`config.mk`:
```
export PLATFORM = sky130hd
export DESIGN_NAME = forwarding_hazard_unit
export DESIGN_NICKNAME = d
export VERILOG_FILES = /design/src/rtl/forwarding_hazard_unit.sv
export SDC_FILE = /design/constraint.sdc
export NUM_CORES = 1
export LEC_CHECK = 0
export CAP_MARGIN = 20
export CORE_MARGIN = 2
export CORE_UTILIZATION = 44
export CTS_CLUSTER_DIAMETER = 150
export DETAILED_ROUTE_END_ITERATION = 8
export GPL_ROUTABILITY_DRIVEN = 0
export HOLD_SLACK_MARGIN = 0.12
export PLACE_DENSITY = 0.68
export SLEW_MARGIN = 15
export SYNTH_ARGS = -nofsm -noshare
export SYNTH_HDL_FRONTEND = slang
export SYNTH_SLANG_ARGS = --single-unit
```
`constraint.sdc`:
```
create_clock -name clk -period 2.05 [get_ports clk]
set_input_delay 0.41 -clock clk [delete_from_list [all_inputs] [get_ports clk]]
set_output_delay 0.41 -clock clk [all_outputs]
set_load 0.05 [all_outputs]
```
`src/rtl/forwarding_hazard_unit.sv`:
```
// -----------------------------------------------------------------------------
// forwarding_hazard_unit
//   EX-stage operand-forwarding control and load-use hazard detection for the
//   RV32IC pipeline. Keeps shadow copies of the register fields of the
//   instructions in ID/EX, EX/MEM and MEM/WB. It produces the forwardA/forwardB
//   mux selects, the register-file write-bypass flags, and a stall/bubble
//   request for load-use hazards.
//
//   Optional feature macro: HAZARD_PERF_CNT_EN
//     When defined, the stall_count and fwd_count performance counter outputs
//     are added. Both counters wrap at 2^32 and are cleared by reset.
// -----------------------------------------------------------------------------
module forwarding_hazard_unit #(
   parameter int REG_AW            = 5,
   parameter int LOAD_STALL_CYCLES = 1   // legal range 1..3
) (
   input  logic              clk,
   input  logic              rst,            // synchronous, active-low
   input  logic              id_valid,
   input  logic [REG_AW-1:0] id_rs1,
   input  logic [REG_AW-1:0] id_rs2,
   input  logic [REG_AW-1:0] id_rd,
   input  logic              id_reg_write,
   input  logic              id_mem_read,
   input  logic              flush,
   output logic [1:0]        forwardA,
   output logic [1:0]        forwardB,
   output logic              stall,
   output logic              wb_bypass_rs1,
   output logic              wb_bypass_rs2
`ifdef HAZARD_PERF_CNT_EN
   ,
   output logic [31:0]       stall_count,
   output logic [31:0]       fwd_count
`endif
);

   // ID/EX needs the source registers for forwarding and mem_read for hazard
   // detection. Later stages only need their destination state, so the
   // source and load fields are dropped once an instruction leaves ID/EX.
   typedef struct packed {
      logic [REG_AW-1:0] rs1;
      logic [REG_AW-1:0] rs2;
      logic [REG_AW-1:0] rd;
      logic              reg_write;
      logic              mem_read;
   } idex_t;

   typedef struct packed {
      logic [REG_AW-1:0] rd;
      logic              reg_write;
   } dst_t;

   typedef enum logic {
      IDLE,
      HOLD
   } state_t;

   localparam logic [1:0] HOLD_LOAD = 2'(LOAD_STALL_CYCLES - 1);

   idex_t  idex, idex_next;
   dst_t   exmem, memwb;
   state_t state, state_next;
   logic [1:0] cnt, cnt_next;
   logic       hazard;

   // Forward select for one EX source operand. EX/MEM has priority over
   // MEM/WB because it holds the younger result. Writes to x0 never forward.
   function automatic logic [1:0] fwd_sel(input dst_t              ex,
                                          input dst_t              wb,
                                          input logic [REG_AW-1:0] rs);
      logic [1:0] sel;
      sel = 2'b00;
      if (ex.reg_write && (ex.rd != '0) && (ex.rd == rs))
         sel = 2'b10;
      else if (wb.reg_write && (wb.rd != '0) && (wb.rd == rs))
         sel = 2'b01;
      return sel;
   endfunction

   assign forwardA = fwd_sel(exmem, memwb, idex.rs1);
   assign forwardB = fwd_sel(exmem, memwb, idex.rs2);

   // The register file is written in WB while ID reads it. These flags tell
   // the decode stage to take the writeback value instead of the stale value.
   assign wb_bypass_rs1 = memwb.reg_write && (memwb.rd != '0) && (memwb.rd == id_rs1);
   assign wb_bypass_rs2 = memwb.reg_write && (memwb.rd != '0) && (memwb.rd == id_rs2);

   // A load in EX whose destination is read by the instruction in ID.
   assign hazard = id_valid && idex.mem_read && (idex.rd != '0) &&
                   ((idex.rd == id_rs1) || (idex.rd == id_rs2));

   // Select the next ID/EX contents: a bubble on stall or flush, otherwise the decode fields.
   always_comb begin
      // NOTE: every combinational output is given a default first, so that no
      // path through the block leaves it unassigned and no latch is inferred.
      idex_next = '0;
      if (!(stall || flush)) begin
         idex_next.rs1       = id_rs1;
         idex_next.rs2       = id_rs2;
         idex_next.rd        = id_rd;
         idex_next.reg_write = id_reg_write && id_valid;
         idex_next.mem_read  = id_mem_read && id_valid;
      end
   end

   // Shadow pipeline registers. EX/MEM and MEM/WB advance every cycle, even during a stall.
   always_ff @(posedge clk) begin
      if (!rst) begin
         idex  <= '0;
         exmem <= '0;
         memwb <= '0;
      end else begin
         // NOTE: non-blocking assignments let each stage capture the value its
         // predecessor held before this edge, so the three stages shift together.
         idex            <= idex_next;
         exmem.rd        <= idex.rd;
         exmem.reg_write <= idex.reg_write;
         memwb           <= exmem;
      end
   end

   // Stall FSM state and hold counter.
   always_ff @(posedge clk) begin
      if (!rst) begin
         state <= IDLE;
         cnt   <= 2'd0;
      end else begin
         state <= state_next;
         cnt   <= cnt_next;
      end
   end

   // Stall FSM next-state logic. A hazard stalls for one cycle in IDLE, and
   // for longer settings HOLD covers the remaining cycles.
   always_comb begin
      state_next = state;
      cnt_next   = cnt;
      stall      = 1'b0;
      unique case (state)
         IDLE: begin
            if (hazard) begin
               stall = 1'b1;
               if (LOAD_STALL_CYCLES > 1) begin
                  cnt_next   = HOLD_LOAD;
                  state_next = HOLD;
               end
            end
         end
         HOLD: begin
            stall    = 1'b1;
            cnt_next = cnt - 2'd1;
            // A taken branch discards the stalled instruction, so there is no
            // reason to keep holding.
            if (flush || (cnt == 2'd1)) begin
               cnt_next   = 2'd0;
               state_next = IDLE;
            end
         end
      endcase
   end

`ifdef HAZARD_PERF_CNT_EN
   // Performance counters: count stall cycles and cycles with any active forward.
   always_ff @(posedge clk) begin
      if (!rst) begin
         stall_count <= 32'd0;
         fwd_count   <= 32'd0;
      end else begin
         if (stall)
            stall_count <= stall_count + 32'd1;
         if ((forwardA != 2'b00) || (forwardB != 2'b00))
            fwd_count <= fwd_count + 32'd1;
      end
   end
`endif

endmodule

```
==> results.md, run 1 <==
- Remaining DRCs: 0
- DRT Wirelength: 4030 um
- Top cells by area, synth: dfxtp_1, xnor2_1, xor2_1
- FF-to-FF Start: idex[4]
- Final worst-path cycle share: 115%
- Max-capacitance violation count: 0
- PwrDens: 592 nW/um^2
- Max Slew Vio Count: 0
- Mapped cell area: 1640 um^2
- RSZ-0062 raised after global routing: yes
- Sequential share of the synthesized area: 39.0%
- Sink of the worst hold path: exmem[0]
- Min-delay src: idex[1]
- Number of synthesized register bits: 32
- Skew-Pair Late Insertion Delay: 0.29 ns
- Largest net degree at the start of global routing: 22
- Netlist cell types: 32
- Initial core utilization: 45.2%
- Leak Pwr: 1.02 nW
- CP endpoint kind: primary output
- Final Hold Fails: 0
- I/O Pins: 28
- First-pass GRT wire length: 6480 um
- CTS tree: built
- Most frequent cells in the layout: dfxtp_1, buf_4, xor2_1
- Worst Hold Class: reg -> reg
- Commonest non-fill, non-tap cell in the layout: dfxtp_1
- Die height: 65.1 um
- Worst setup SP type: flip-flop
- GRT Total Usage: 20.8%
- IO Port Bufs: 27
- Worst R2R End: idex[1]
- Net Sw Frac: 24.2%
- Psw: 0.353 mW
- Fin nets: 235
- Routed WL per cell: 15.4 um
- CTS Buffer Depth: 2
- First DRT Iteration DRCs: 53
- Final Skew: 0.00747 ns
- Final min period: 2.35 ns
- Crit path max fanout: 3
- Layout cells sized above 1: 39.3%
- Final worst setup slack: -0.305 ns
- Clock share of power: 41.3%
- Failing checks: negative setup slack
- Mapped Nets: 187
- First-pass DRT Iterations: 4
- Fmax: 0.425 GHz
- Row count: 22
- Num CTS Buffers: 5
- Layout Utilization: 67.7%
- VDD IR-drop max: 372 uV
- Chip Width: 65.1 um
- Synthesis-to-layout area growth: 49.5%
- Rel. slew slack: 73.6%
- Outcome: complete, but fails checks
- Cell count after synthesis: 165
- Syn avg cell area: 9.96 um^2
- Routed vias/inst: 5.07
- N_diodes: 0
- Worst-margin pin slew: 0.395 ns
- Die area: 4240 um^2
- WHS Path Cells: 1
- Initial antenna violation count: 0
- Detailed Place HPWL: 2880 um
- Post-synth top area cell: dfxtp_1
- Synth top area share: 39.0%
- Combinational share of power: 13.7%
- Core Footprint: 3630 um^2
- Clk slew on worst S/H paths: 0.07 ns
- CTS root buffer: clkbuf_8
- Kind of critical path: reg -> out
- Post-route ant nets: 0
- H-tree depth: 2
- Vias in the first global route: 1367
- Yosys warnings: 0
- Final setup fails: 6
- DR vias: 1328
- Critical Path RT: 1.64 ns
- Internal power: 1.10 mW
- Cells on worst reg2reg path: 4
- Sequential Power Share: 45.0%
- R2R Setup Slk: 0.50 ns
- Clock sinks: 32
- Global route overflow: 0
- Critical Path AT: 1.94 ns
- Final Power: 1.45 mW
## final cells by class
| cell class | count | area, um^2 |
|---|---|---|
| clock buffers | 5 | 68.8 |
| fillers | 287 | 1170 |
| inverters | 1 | 3.75 |
| multi-input cells | 119 | 1080 |
| flip-flops and latches | 32 | 653 |
| repair buffers | 54 | 553 |
| well taps | 48 | 60.1 |
| clock inverters | 3 | 42.5 |
## through the flow
stage | TNS, ns | setup slack (ns) | instance area [um^2] | cells | hold slack [ns]
finish | -0.896 | -0.305 | 2460 | 262 | 0.445
global route | -1.37 | -0.383 | 2460 | 262 | 0.469
CTS | -0.964 | -0.315 | 2380 | 262 | 0.441
detailed placement | -0.369 | -0.155 | 2160 | 249 | 0.429
global placement | -0.304 | -0.143 | 2160 | 249 | 0.432
floorplan | -0.447 | -0.291 | 1730 | 165 | 0.412
## per-layer routing
| metal | up-vias | GRT usage [%] | routed length (um) |
|---|---|---|---|
| li1 | 660 | - | - |
| met1 | 636 | 22.8 | 1600 |
| met2 | 26 | 36.6 | 2200 |
| met3 | 6 | 6.85 | 159 |
| met4 | 0 | 9.38 | 71 |
| met5 | - | 0 | 0 |
## what timing repair did
action / 4_1_cts / 5_1_grt
buffers inserted: 6 / 2
setup endpoints to repair: 7 / 7
pin swaps: 11 / 10
hold buffers: 0 / 0
resized for setup: 26 / 18
## sequential cells by signal, summed over array words and instances, names as in the netlist
signal and count:
idex 17, memwb 6, cnt 2, exmem 6, state 1
## power by group through the flow
stage	Combinational, mW	Sequential (mW)	Clock [mW]
after floorplan	0.104	0.666	0
after global placement	0.174	0.669	0
after detailed placement	0.178	0.669	0
after CTS	0.187	0.653	0.615
after global routing	0.212	0.657	0.652
final	0.199	0.655	0.601
## cells in the mapped netlist
| library cell | instances |
|---|---|
| buf_12 | 1 |
| nor4b_1 | 1 |
| and2_2 | 1 |
| o21ai_0 | 1 |
| ha_1 | 1 |
| buf_4 | 1 |
| inv_1 | 1 |
| nand3_1 | 8 |
| o311a_1 | 1 |
| nand3b_1 | 15 |
| or4_1 | 4 |
| and2_1 | 11 |
| xor2_1 | 18 |
| or3_1 | 1 |
| dlygate4sd1_1 | 1 |
| a211oi_1 | 2 |
| o21a_1 | 1 |
| nor4_1 | 4 |
| clkbuf_1 | 3 |
| and3b_1 | 1 |
| dfxtp_1 | 32 |
| o21ai_1 | 2 |
| nor4_2 | 2 |
| nand2_1 | 4 |
| a21oi_1 | 5 |
| buf_2 | 5 |
| a21oi_2 | 10 |
| o22ai_2 | 1 |
| a21o_2 | 1 |
| buf_6 | 2 |
| xnor2_1 | 22 |
| nor2b_1 | 2 |
## how the worst max path moves through the flow
stage / depth (start not counted) / slack (ns) / start / end
floorplan: 4 / -0.29 / exmem[2] / forwardA[0]
CTS: 5 / -0.32 / memwb[2] / forwardA[0]
detailed placement: 6 / -0.16 / id_rs1[2] / wb_bypass_rs1
global placement: 6 / -0.14 / id_rs1[4] / wb_bypass_rs1
finish: 5 / -0.30 / memwb[2] / forwardB[0]
global route: 5 / -0.38 / memwb[2] / forwardA[0]
## kinds of logic (layout without fill, tap and decap cells)
logic type      Yosys count  in the layout  synth area share [%]
simple gates             54             54                  21.9
xor+xnor                 40             40                  21.3
flops                    32             32                  39.0
compound gates           24             24                  11.0
buf+inv                  14             63                  6.01
fa+ha+maj                 1              1                 0.761
## critical path, cell delays in order (launching register included)
cell and delay (ns):
dfxtp_2 0.33, buf_6 0.12, xor2_1 0.14, or4_4 0.55
nor4_4 0.34, buf_12 0.18
(Power assumes the default switching activity.)
==> run 2, diff against run 1 <==
--- a/config.mk
+++ b/config.mk
@@ -8,11 +8,13 @@
 export CAP_MARGIN = 20
 export CORE_MARGIN = 2
 export CORE_UTILIZATION = 44
+export CTS_BUF_LIST = sky130_fd_sc_hd__clkbuf_8 sky130_fd_sc_hd__clkbuf_16
 export CTS_CLUSTER_DIAMETER = 150
 export DETAILED_ROUTE_END_ITERATION = 8
 export GPL_ROUTABILITY_DRIVEN = 0
 export HOLD_SLACK_MARGIN = 0.12
 export PLACE_DENSITY = 0.68
+export SETUP_SLACK_MARGIN = 0.2
 export SLEW_MARGIN = 15
 export SYNTH_ARGS = -nofsm -noshare
 export SYNTH_HDL_FRONTEND = slang
==> run 2 against run 1 <==
Net effect: the run still ends with negative setup slack left; global-route usage grew 0.29 points; fmax increased by 1.2%; combinational power shrank 4%; critical path depth is the same; wire length up 1.2%.
==> results.md, run 2 (synthesized netlist as in run 1, its figures left out) <==
- Biggest regs: idex (17), exmem (6), memwb (6)
- Clock sinks: 32 (unchanged)
- Placed Area: 2180 um^2 (+0.87%)
- Clock share of power: 43.9% (+2.6 points)
- Hold_buf cts: 0 (unchanged)
- CTS Buffer Depth: 2 (unchanged)
- First-pass GRT wire length: 6640 um (+2.5%)
- First-pass DRT Iterations: 4 (unchanged)
- Final Skew: 0.00701 ns (-0.000466 ns)
- R2R Setup Slk: 0.51 ns (about the same)
- Crit path max fanout: 4 (+1)
- Final Power: 1.51 mW (+3.7%)
- Psw: 0.340 mW (-3.4%)
- First DRT Iteration DRCs: 39 (-26%)
- Final setup fails: 6 (unchanged)
- Dpl ws: -0.149 ns (+0.00680 ns)
- Post-route cell area: 2410 um^2 (-1.9%)
- DRT Wirelength: 4080 um (+1.2%)
- Filler cells: 306 (+6.6%)
- Hold_ws: 0.448 ns (+0.00287 ns)
- Critical Path RT: 1.64 ns (about the same)
- Combinational share of power: 12.7% (-1.0 points)
- Row count: 22 (unchanged)
- Setup TNS: -0.871 ns (+0.0256 ns)
- Critical Path Start: memwb[2]
- RSZ-0062 raised after global routing: yes
- FF-to-FF Start: idex[3]
- WHS Path Cells: 1 (unchanged)
- Die area: 4240 um^2 (unchanged)
- Num CTS Buffers: 5 (unchanged)
- N_diodes: 0 (unchanged)
- H-tree depth: 2 (unchanged)
- CP max stage cell: or4_4
- Cells after DPL: 246 (-1.2%)
- Max reg flops: 17 (unchanged)
- Max-capacitance violation count: 0 (unchanged)
- Most frequent cells in the layout: dfxtp_1, buf_4, xnor2_1
- Min-delay src: idex[1]
- PwrDens: 625 nW/um^2 (+5.7%)
- Initial core utilization: 45.2% (unchanged)
- Vias in the first global route: 1395 (+2.0%)
- CTS tree: built
- Fin nets: 232 (-1.3%)
- Biggest register: idex
- Worst-margin pin slew: 0.322 ns (-0.0732 ns)
- Max stage delay on crit path: 0.54 ns (about the same)
- Leak Pwr: 1.03 nW (+1.4%)
- Post-route ant nets: 0 (unchanged)
- Remaining DRCs: 0 (unchanged)
- Commonest non-fill, non-tap cell in the layout: dfxtp_1
- Cells along the critical path: buf_6, xor2_1, or4_4, nor4_4, buf_12
- Sink of the worst hold path: exmem[0]
- Layout Utilization: 66.4% (-1.3 points)
- Final Hold Fails: 0 (unchanged)
- Kind of critical path: reg -> out
- Rel. slew slack: 78.4% (+4.8 points)
- IO Port Bufs: 27 (unchanged)
- Max Slew Vio Count: 0 (unchanged)
- Finished Layout Cells: 259 (-1.1%)
- Routed WL per cell: 15.8 um (+2.4%)
- Global route overflow: 0 (unchanged)
- Worst R2R End: idex[0]
- Clk slew on worst S/H paths: 0.07 ns (about the same)
- Outcome: complete, but fails checks
- Initial antenna violation count: 0 (unchanged)
- Failing checks: negative setup slack
- GRT Total Usage: 21.1% (+0.29 points)
- Core Footprint: 3630 um^2 (unchanged)
- Synthesis-to-layout area growth: 46.7%
- DR vias: 1340 (+0.90%)
- Final worst-path cycle share: 114% (-1.3 points)
- Cells on worst reg2reg path: 4 (unchanged)
- Layout cells sized above 1: 34.6% (-4.7 points)
- Worst Hold Class: reg -> reg
- Final min period: 2.33 ns (-0.0274 ns)
- Routed vias/inst: 5.17 (+2.1%)
- Net Sw Frac: 22.6% (-1.7 points)
- I/O Pins: 28 (unchanged)
- Critical Path AT: 1.92 ns (-0.02 ns)
- Skew-Pair Late Insertion Delay: 0.29 ns (about the same)
- Sequential Power Share: 43.4% (-1.6 points)
- Internal power: 1.17 mW (+6.0%)
- Die height: 65.1 um (unchanged)
- Largest net degree at the start of global routing: 22 (unchanged)
- CTS root buffer: clkbuf_8
- CP endpoint kind: primary output
- Chip Width: 65.1 um (unchanged)
- Final worst setup slack: -0.278 ns (+0.0274 ns)
- Detailed Place HPWL: 2920 um (+1.4%)
- Fmax: 0.430 GHz (+1.2%)
- VDD IR-drop max: 489 uV (+32%)
- Worst setup SP type: flip-flop
[run 2: changes by cell type in the layout (fill, tap and decap cells not counted), sizes merged]
cell / before / now
clkbuf: 5 / 7
dlygate4sd2: 6 / 3
clkinvlp: 1 / 0
clkdlybuf4s50: 12 / 10
buf: 34 / 31
dlymetal6s2s: 2 / 7
clkinv: 1 / 0
[run 2: layout make-up]
cell class / count / area, um^2 / area share [%]
clock buffers: 7 / 96.3 / 3.99
clock inverters: 1 / 30.0 / 1.24
inverters: 1 / 3.75 / 0.156
multi-input cells: 119 / 1020 / 42.3
flip-flops and latches: 32 / 653 / 27.1
well taps: 48 / 60.1 / 2.49
repair buffers: 51 / 549 / 22.8
[run 2: power by group through the flow]
stage / clock network (mW) / registers [mW] / logic, mW
after CTS: 0.664 / 0.654 / 0.190
after global placement: 0 / 0.670 / 0.177
after global routing: 0.691 / 0.656 / 0.207
after floorplan: 0 / 0.667 / 0.106
final: 0.663 / 0.654 / 0.192
after detailed placement: 0 / 0.671 / 0.182
[run 2: worst max-delay path: cells and delay by family (launching register included)]
kind | cells | cell delay [ns]
flip-flops | 1 | 0.32
buffers and inverters | 2 | 0.31
AND/OR/NAND/NOR | 2 | 0.87
XOR/XNOR | 1 | 0.14
[run 2: worst max path at each step]
stage,to,slack [ns],cells after the start
after global placement,wb_bypass_rs1,-0.12,6
final,forwardB[0],-0.28,5
after CTS,forwardB[0],-0.29,5
after global routing,forwardB[0],-0.34,5
after detailed placement,wb_bypass_rs1,-0.15,6
after floorplan,forwardB[0],-0.13,4
[run 2: layer usage]
layer	part of all wire [%]	routed length [um]	up-vias	GRT usage (%)
met5	0	0	-	0
met4	1.8	72	0	8.59
met3	2.9	117	9	4.11
met2	55	2260	26	39.9
met1	40	1630	653	22.9
li1	-	-	652	-
[run 2: timing repair]
item,CTS,global route
endpoints found under the setup margin,7,7
setup buffers,5,0
gates resized for setup,15,11
endpoints found under the hold margin,0,0
pin swaps,10,6
